**config.mk**
```make
export PLATFORM = sky130hd
export DESIGN_NAME = product_serializer
export DESIGN_NICKNAME = d
export VERILOG_FILES = /design/src/rtl/product_serializer.sv
export SDC_FILE = /design/constraint.sdc
export NUM_CORES = 1
export LEC_CHECK = 0
export ABC_CLOCK_PERIOD_IN_PS = 1780
export CORE_MARGIN = 2
export CORE_UTILIZATION = 40
export CTS_CLUSTER_DIAMETER = 200
export DETAILED_ROUTE_END_ITERATION = 16
export HOLD_SLACK_MARGIN = 0.15
export MAX_ROUTING_LAYER = met4
export PLACE_DENSITY = 0.73
export SYNTH_ARGS = -nofsm -noshare
export SYNTH_HDL_FRONTEND = slang
export SYNTH_SLANG_ARGS = --single-unit
```
**constraint.sdc**
```tcl
create_clock -name clk -period 1.78 [get_ports clk]
set_clock_uncertainty 0.1 [all_clocks]
set_input_delay 0.267 -clock clk [delete_from_list [all_inputs] [get_ports clk]]
set_output_delay 0.267 -clock clk [all_outputs]
set_load 0.1 [all_outputs]
```
**src/rtl/product_serializer.sv**
```systemverilog
// Serializes captured signed products onto z_out with a one-deep hold register,
// a last-bit marker (fz) and sticky overflow. Optional parity bit: PRODUCT_SERIALIZER_PARITY_EN.
module product_serializer #(
  parameter int unsigned WIDTH     = 24,
  parameter bit          LSB_FIRST = 1'b1
) (
  input  logic             clk,
  input  logic             rst,
  input  logic             load,
  input  logic [WIDTH-1:0] z_parallel,
  input  logic             sz,
  output logic             z_out,
  output logic             fz,
  output logic             busy,
  output logic             pending,
  output logic             ovf
);

  localparam int unsigned CNT_W = $clog2(WIDTH + 1);

`ifdef PRODUCT_SERIALIZER_PARITY_EN
  typedef enum logic [1:0] {IDLE, SHIFT, PARITY, DONE} state_t;
`else
  typedef enum logic [1:0] {IDLE, SHIFT, DONE} state_t;
`endif

  state_t             state, state_d;
  logic [WIDTH-1:0]   shreg, shreg_d;
  logic [WIDTH-1:0]   hold, hold_d;
  logic [CNT_W-1:0]   cnt, cnt_d;
  logic               pending_d, ovf_d, z_d, fz_d, busy_d;
  logic               next_bit;
`ifdef PRODUCT_SERIALIZER_PARITY_EN
  logic               par, par_d;
`endif

  assign next_bit = LSB_FIRST ? shreg[0] : shreg[WIDTH-1];

  // State and all registered outputs
  always_ff @(posedge clk) begin
    if (rst) begin
      state   <= IDLE;
      shreg   <= '0;
      hold    <= '0;
      cnt     <= '0;
      pending <= 1'b0;
      ovf     <= 1'b0;
      z_out   <= 1'b0;
      fz      <= 1'b0;
      busy    <= 1'b0;
`ifdef PRODUCT_SERIALIZER_PARITY_EN
      par     <= 1'b0;
`endif
    end else begin
      state   <= state_d;
      shreg   <= shreg_d;
      hold    <= hold_d;
      cnt     <= cnt_d;
      pending <= pending_d;
      ovf     <= ovf_d;
      z_out   <= z_d;
      fz      <= fz_d;
      busy    <= busy_d;
`ifdef PRODUCT_SERIALIZER_PARITY_EN
      par     <= par_d;
`endif
    end
  end

  // Next-state and next-output logic
  always_comb begin
    state_d   = state;
    shreg_d   = shreg;
    hold_d    = hold;
    cnt_d     = cnt;
    pending_d = pending;
    ovf_d     = ovf;
    z_d       = z_out;
    fz_d      = fz;
`ifdef PRODUCT_SERIALIZER_PARITY_EN
    par_d     = par;
`endif

    case (state)
      IDLE: begin
        if (pending) begin
          shreg_d   = hold;
          pending_d = 1'b0;
          state_d   = SHIFT;
`ifdef PRODUCT_SERIALIZER_PARITY_EN
          par_d     = 1'b0;
`endif
        end else if (load) begin
          shreg_d = z_parallel;
          state_d = SHIFT;
`ifdef PRODUCT_SERIALIZER_PARITY_EN
          par_d   = 1'b0;
`endif
        end
      end
      SHIFT: begin
        fz_d = 1'b0;
        if (sz) begin
          z_d     = next_bit;
          shreg_d = LSB_FIRST ? {1'b0, shreg[WIDTH-1:1]} : {shreg[WIDTH-2:0], 1'b0};
          cnt_d   = cnt + CNT_W'(1);
`ifdef PRODUCT_SERIALIZER_PARITY_EN
          par_d   = par ^ next_bit;
          if (cnt == CNT_W'(WIDTH - 1)) state_d = PARITY;
`else
          if (cnt == CNT_W'(WIDTH - 1)) begin
            fz_d    = 1'b1;
            state_d = DONE;
          end
`endif
        end
      end
`ifdef PRODUCT_SERIALIZER_PARITY_EN
      PARITY: begin
        fz_d = 1'b0;
        if (sz) begin
          z_d     = par;
          fz_d    = 1'b1;
          state_d = DONE;
        end
      end
`endif
      DONE: begin
        z_d     = 1'b0;
        fz_d    = 1'b0;
        cnt_d   = '0;
        state_d = IDLE;
      end
      default: state_d = IDLE;
    endcase

    // A load not consumed directly by IDLE goes to the hold register, or is dropped
    if (load) begin
      if (state == IDLE) begin
        if (pending) begin
          hold_d    = z_parallel;
          pending_d = 1'b1;
        end
      end else if (!pending) begin
        hold_d    = z_parallel;
        pending_d = 1'b1;
      end else begin
        ovf_d = 1'b1;
      end
    end

    busy_d = (state_d != IDLE);
  end

endmodule

```
==> impl_metrics.csv, run 1 <==
group,metric,value,unit
synthesis,synth_edf_count,0,
synthesis,synthMostInstantiatedCell,"dfxtp_1",
clock_network,htree_levels,3,
timing,period_needed,1700,ps
placed_design,place_ws,-287,ps
layout,fin_nets,392,
die,io_pins,33,
layout,final_area,3640,um2
clock_network,numClockSinks,60,
layout,drive_gt1_frac,0.157,
flow_run,max_cap_viol_count,0,
synthesis,ys.flop_type,"dfxtp_1",
clock_network,path_clk_slew,70,ps
power,combPwrFrac,0.182,
worst_setup_path,required,1960,ps
timing,period_share,0.953,
worst_hold_path,hold_class,"register to register",
timing,rsz0062_at_grt,"no",
timing,max_clock_freq,0.589,GHz
clock_network,cts_tree,"built",
worst_setup_path,cp-end-kind,"register",
synthesis,syn-num-nets,351,
timing,fin_ws,83.5,ps
worst_setup_path,critical_path_arrival,1870,ps
power,pwr-share-clk,0.403,
worst_setup_path,cp-start-kind,"register",
timing,worst_slew_pin_slew,324,ps
worst_hold_path,min_from,"hold[1]",
timing,setup_violations,0,
detailed_routing,drc,0,
worst_setup_path,timing_worst_setup_path_type,"register to register",
detailed_routing,vias,2361,
grt,grt_pass1_vias,2096,
die,initial_core_util,0.408,
die,die-height,86.8,um
synthesis,synth-async-reset-ratio,0,
clock_network,clock_latency,340,ps
die,die_x,86.8,um
placed_design,dp.final_hpwl,3730,um
detailed_routing,wl_per_cell,14.1,um
timing,finalHoldViolCount,0,
detailed_routing,avgViaCountPerCell,5.33,
worst_setup_path,regToRegSetupSlack,80,ps
worst_setup_path,cp_max_fo,7,
power,total_power,3610,uW
synthesis,synthesis.area,2740,um2
run_status,status,"complete, no violations",
detailed_routing,drt_iter0_markers,191,
power,power_frac_seq,0.415,
placed_design,numPortBuffers,32,
synthesis,ys_seq_area_frac,0.438,
die,coreArea,6720,um2
clock_network,cts-root-buf,"clkbuf_8",
detailed_routing,routed_wl,6250,um
placed_design,gp_congestion,0.743,
power,power.density,992,nW/um2
die,design.die.area,7530,um2
synthesis,yosysUniqueCellTypes,33,
power,swShare,0.264,
clock_network,cts_buffers,9,
clock_network,hold_buffers,0,
synthesis,synthCells,317,
synthesis,synth_commonest_cells,"60 x dfxtp_1, 53 x a21oi_1, 51 x nand2_1, 32 x nor2_1, 28 x mux2i_1",
grt,grt_overflow_total,0,
layout,insertedDiodeCount,0,
power,leakagePower,0.00131,uW
timing,slew_headroom,0.782,
synthesis,avgSynthCellArea,8.65,um2
power,power.switching,951,uW
power,vdd_drop_max,459,uV
grt,antenna_found_initial,0,
clock_network,cts_max_path_buffers,2,
grt,grtUsageTotal,0.169,
placed_design,place_area,3250,um2
grt,grt_pass1_wl,9780,um
synthesis,synth_top_area_frac,0.438,
die,placementRows,30,
synthesis,synth_area_leaders,"dfxtp_1 44%, mux2i_1 10%, a21oi_1 9.7%",
worst_setup_path,worstSetupStartpoint,"state[0]",
detailed_routing,firstDrtPassIters,5,
layout,area_delta_synth_final,32.7,%
synthesis,ys_ff_latch,60,
power,cellInternalPower,2660,uW
grt,grt_start_max_net_pins,60,
synthesis,yosysWarnings,0,
synthesis,yosysTopAreaCell,"dfxtp_1",
worst_setup_path,timing.rr.start,"state[0]",
detailed_routing,postRouteAntennaNets,0,
timing,slew_violations,0,
[stage by stage]
step | cells | util | hold WS (ps) | setup TNS (ps)
3_3_place_gp | 422 | 0.483 | 341 | -5960
2_1_floorplan | 317 | - | 303 | -693
4_1_cts | 439 | 0.521 | 356 | 0
5_1_grt | 443 | 0.541 | 378 | 0
3_5_place_dp | 422 | 0.483 | 348 | -6320
6_report | 443 | 0.541 | 352 | 0
[cell type report]
cell class              count  area (um2)
fillers                   572        3080
multi-input cells         229        1450
flip-flops and latches     60        1210
repair buffers             52         624
clock buffers              13         169
well taps                  80         100
clock inverters             3        66.3
inverters                   6        25.0
[power by group through the flow]
stage / combinational, uW / sequential (uW) / clock (uW)
finish: 656 / 1500 / 1450
global route: 717 / 1510 / 1520
CTS: 580 / 1490 / 1470
detailed placement: 565 / 1520 / 0
global placement: 553 / 1520 / 0
floorplan: 375 / 1540 / 0
[cells in the final DEF, fill, tap and decap left out, types with 4 or more instances in the layout]
cell type        count
buf_4               10
clkbuf_8            12
inv_1                5
mux2i_1             27
clkdlybuf4s50_1     27
o2bb2ai_1           23
dfxtp_1             58
buf_12               9
o21ai_0              4
nand2_1             50
nor2_1              32
a21oi_1             52
[cells by family (layout without fill, tap and decap cells)]
logic type,Yosys count,in the layout,share of synthesized area
simple gates,104,105,0.164
compound gates,90,90,0.207
flops,60,60,0.438
buf+inv,29,74,0.0607
mux,28,28,0.102
fa+ha+maj,6,6,0.0274
[final timing paths]
| kind | to | depth (start not counted) |
|---|---|---|
| hold / removal | hold[1] | 2 |
| hold reg to reg | hold[1] | 2 |
| setup / recovery | hold[20] | 8 |
| setup reg to reg | hold[20] | 8 |
[flip-flops by register name (all words and copies together), names as in the netlist]
| name | cells |
|---|---|
| busy | 1 |
| cnt | 5 |
| fz | 1 |
| hold | 24 |
| ovf | 1 |
| pending | 1 |
| shreg | 24 |
| state | 2 |
| z_out | 1 |
[worst max-delay path: stages (launching register included)]
cell     delay (ps)
dfxtp_2         360
inv_1            70
ha_2            210
buf_6           140
ha_4            260
and2_4          170
buf_6           140
nand2_1          60
a21oi_2         120
[repair_timing]
item,in CTS,in global routing
cloned,1,3
pin swaps,0,3
setup buffers,0,1
setup endpoints to repair,38,47
resized for setup,5,18
endpoints found under the hold margin,0,0
[per-layer routing]
metal,GRT usage,wire (um),vias up,share of wire
li1,-,-,1183,-
met1,0.219,2890,1122,0.46
met2,0.257,3030,44,0.48
met3,0.0495,236,12,0.038
met4,0.0483,93,0,0.015
met5,-,0,-,0
Note: power is estimated with default switching activity, not from simulation.
==> run 2: changes to the inputs <==
--- a/config.mk
+++ b/config.mk
@@ -8,6 +8,7 @@
 export ABC_CLOCK_PERIOD_IN_PS = 1780
 export CORE_MARGIN = 2
 export CORE_UTILIZATION = 40
+export CTS_BUF_LIST = sky130_fd_sc_hd__clkbuf_4 sky130_fd_sc_hd__clkbuf_8
 export CTS_CLUSTER_DIAMETER = 200
 export DETAILED_ROUTE_END_ITERATION = 16
 export HOLD_SLACK_MARGIN = 0.15
==> run 2 against run 1 <==
Against the previous run:
- via count down 0.30%
- final area up 0.10%
- register-to-register slack about the same
- first-iteration DRC count unchanged
- critical path depth unchanged
- sequential power about the same
- clock-buffer cell count unchanged
- total power up 0.35%
- maximum frequency down 0.16%
- sequential cell count unchanged
- critical endpoint is now hold[11]
==> impl_metrics.csv, run 2 (synthesis results as in run 1) <==
group,metric,value,unit
grt,grt_start_max_net_pins,60,
power,cellInternalPower,2670,uW
clock_network,cts_max_path_buffers,2,
worst_setup_path,required,1950,ps
placed_design,gp_congestion,0.743,
layout,insertedDiodeCount,0,
detailed_routing,drc,0,
worst_setup_path,cp_cell_sequence,"inv_1 > ha_2 > buf_6 > ha_4 > and2_4 > buf_8 > nand2_1 > a21oi_1",
clock_network,htree_levels,3,
timing,fin_tns_setup,0,ps
power,leakagePower,0.00131,uW
timing,setup_violations,0,
detailed_routing,routed_wl,6240,um
grt,grtUsageTotal,0.169,
timing,rsz0062_at_grt,"no",
layout,final_common_cell,"dfxtp_1",
detailed_routing,vias,2354,
worst_hold_path,hold_class,"register to register",
layout,final_area,3640,um2
detailed_routing,wl_per_cell,14.1,um
timing,worst_slew_pin_slew,324,ps
timing,period_share,0.955,
power,power.switching,949,uW
clock_network,cts_buffers,9,
power,power_frac_seq,0.414,
timing,max_clock_freq,0.589,GHz
flow_run,max_cap_viol_count,0,
power,pwr-share-clk,0.405,
worst_setup_path,cp_num_buf_inv,3,
grt,antenna_found_initial,0,
layout,nFillCells,572,
detailed_routing,avgViaCountPerCell,5.31,
clock_network,clock_latency,340,ps
die,die_x,86.8,um
layout,regArea,1210,um2
layout,layout_common_cells,"58 x dfxtp_1, 52 x a21oi_1, 50 x nand2_1, 32 x nor2_1",
worst_setup_path,critical-path-top-delay-family,"adder cells",
timing,finalHoldViolCount,0,
power,combPwrFrac,0.181,
worst_setup_path,cp_max_fo,10,
clock_network,path_clk_slew,70,ps
timing,period_needed,1700,ps
placed_design,numPortBuffers,32,
placed_design,place_area,3250,um2
run_status,status,"complete, no violations",
detailed_routing,postRouteAntennaNets,0,
layout,fin_nets,392,
die,io_pins,33,
die,coreArea,6720,um2
detailed_routing,firstDrtPassIters,5,
worst_setup_path,critical_path_arrival,1870,ps
worst_setup_path,cpMaxStageDelayCell,"dfxtp_2",
clock_network,cts_tree,"built",
layout,top_regs,"hold x24, shreg x24, cnt x5",
die,placementRows,30,
power,swShare,0.262,
layout,drive_gt1_frac,0.160,
grt,grt_pass1_wl,9780,um
power,vdd_drop_max,460,uV
die,die-height,86.8,um
detailed_routing,drt_iter0_markers,191,
layout,multi_input_comb_area,1450,um2
worst_setup_path,cp-end-kind,"register",
power,power.density,994,nW/um2
worst_setup_path,max_stage_delay,360,ps
grt,grt_pass1_vias,2099,
placed_design,dp.final_hpwl,3730,um
timing,slew_violations,0,
worst_setup_path,cp-start-kind,"register",
die,design.die.area,7530,um2
timing,slew_headroom,0.782,
clock_network,cts-root-buf,"clkbuf_8",
layout,utilization,0.542,
clock_network,numClockSinks,60,
worst_setup_path,timing_worst_setup_path_type,"register to register",
die,initial_core_util,0.408,
layout,area_delta_synth_final,32.8,%
grt,grt_overflow_total,0,
-- run 2: cell counts in the layout (fill, tap and decap cells not counted) --
Identical to the previous run, type by type.
-- run 2: final timing paths --
path	from	end	slack, ps	depth (start not counted)
min reg2reg	hold[1]	hold[1]	350	2
max	state[0]	hold[11]	80	8
min	hold[1]	hold[1]	350	2
max reg2reg	state[0]	hold[11]	80	8
-- run 2: area by class of cell --
class | instances | area share
tap | 80 | 0.0275
multi-input combinational | 229 | 0.397
timing repair buffer | 52 | 0.171
clock inverter | 3 | 0.0182
sequential | 60 | 0.331
inverter | 6 | 0.00687
clock buffer | 13 | 0.0474
-- run 2: what timing repair did --
item,CTS,global route
pin swaps,0,3
gates resized for setup,5,18
endpoints found under the setup margin,38,47
cloned,1,3
hold buffers,0,0
setup buffers,0,1
-- run 2: power groups by stage --
stage / clock network, uW / logic (uW) / registers [uW]
floorplan: 0 / 375 / 1540
global placement: 0 / 553 / 1520
detailed placement: 0 / 565 / 1520
CTS: 1480 / 580 / 1490
global route: 1530 / 717 / 1510
finish: 1470 / 656 / 1500
-- run 2: metrics by stage --
step | setup slack (ps) | std cells | hold slack [ps] | power, uW
2_1_floorplan | -34.6 | 317 | 303 | 1910
3_3_place_gp | -256 | 422 | 341 | 2070
3_5_place_dp | -287 | 422 | 348 | 2090
4_1_cts | 5.28 | 439 | 356 | 3550
5_1_grt | 2.95 | 443 | 378 | 3760
6_report | 80.8 | 443 | 352 | 3620
-- run 2: layer usage --
| metal | GRT usage | vias to the layer above | share of wire |
|---|---|---|---|
| li1 | - | 1183 | - |
| met5 | - | - | 0 |
| met4 | 0.0483 | 0 | 0.016 |
| met1 | 0.219 | 1115 | 0.46 |
| met3 | 0.0495 | 13 | 0.035 |
| met2 | 0.257 | 43 | 0.48 |
-- run 2: worst register-to-register path: stages, from the launching register on --
cell	delay, ps
dfxtp_2	360
inv_1	70
ha_2	210
buf_6	140
ha_4	260
and2_4	170
buf_8	140
nand2_1	60
a21oi_1	130
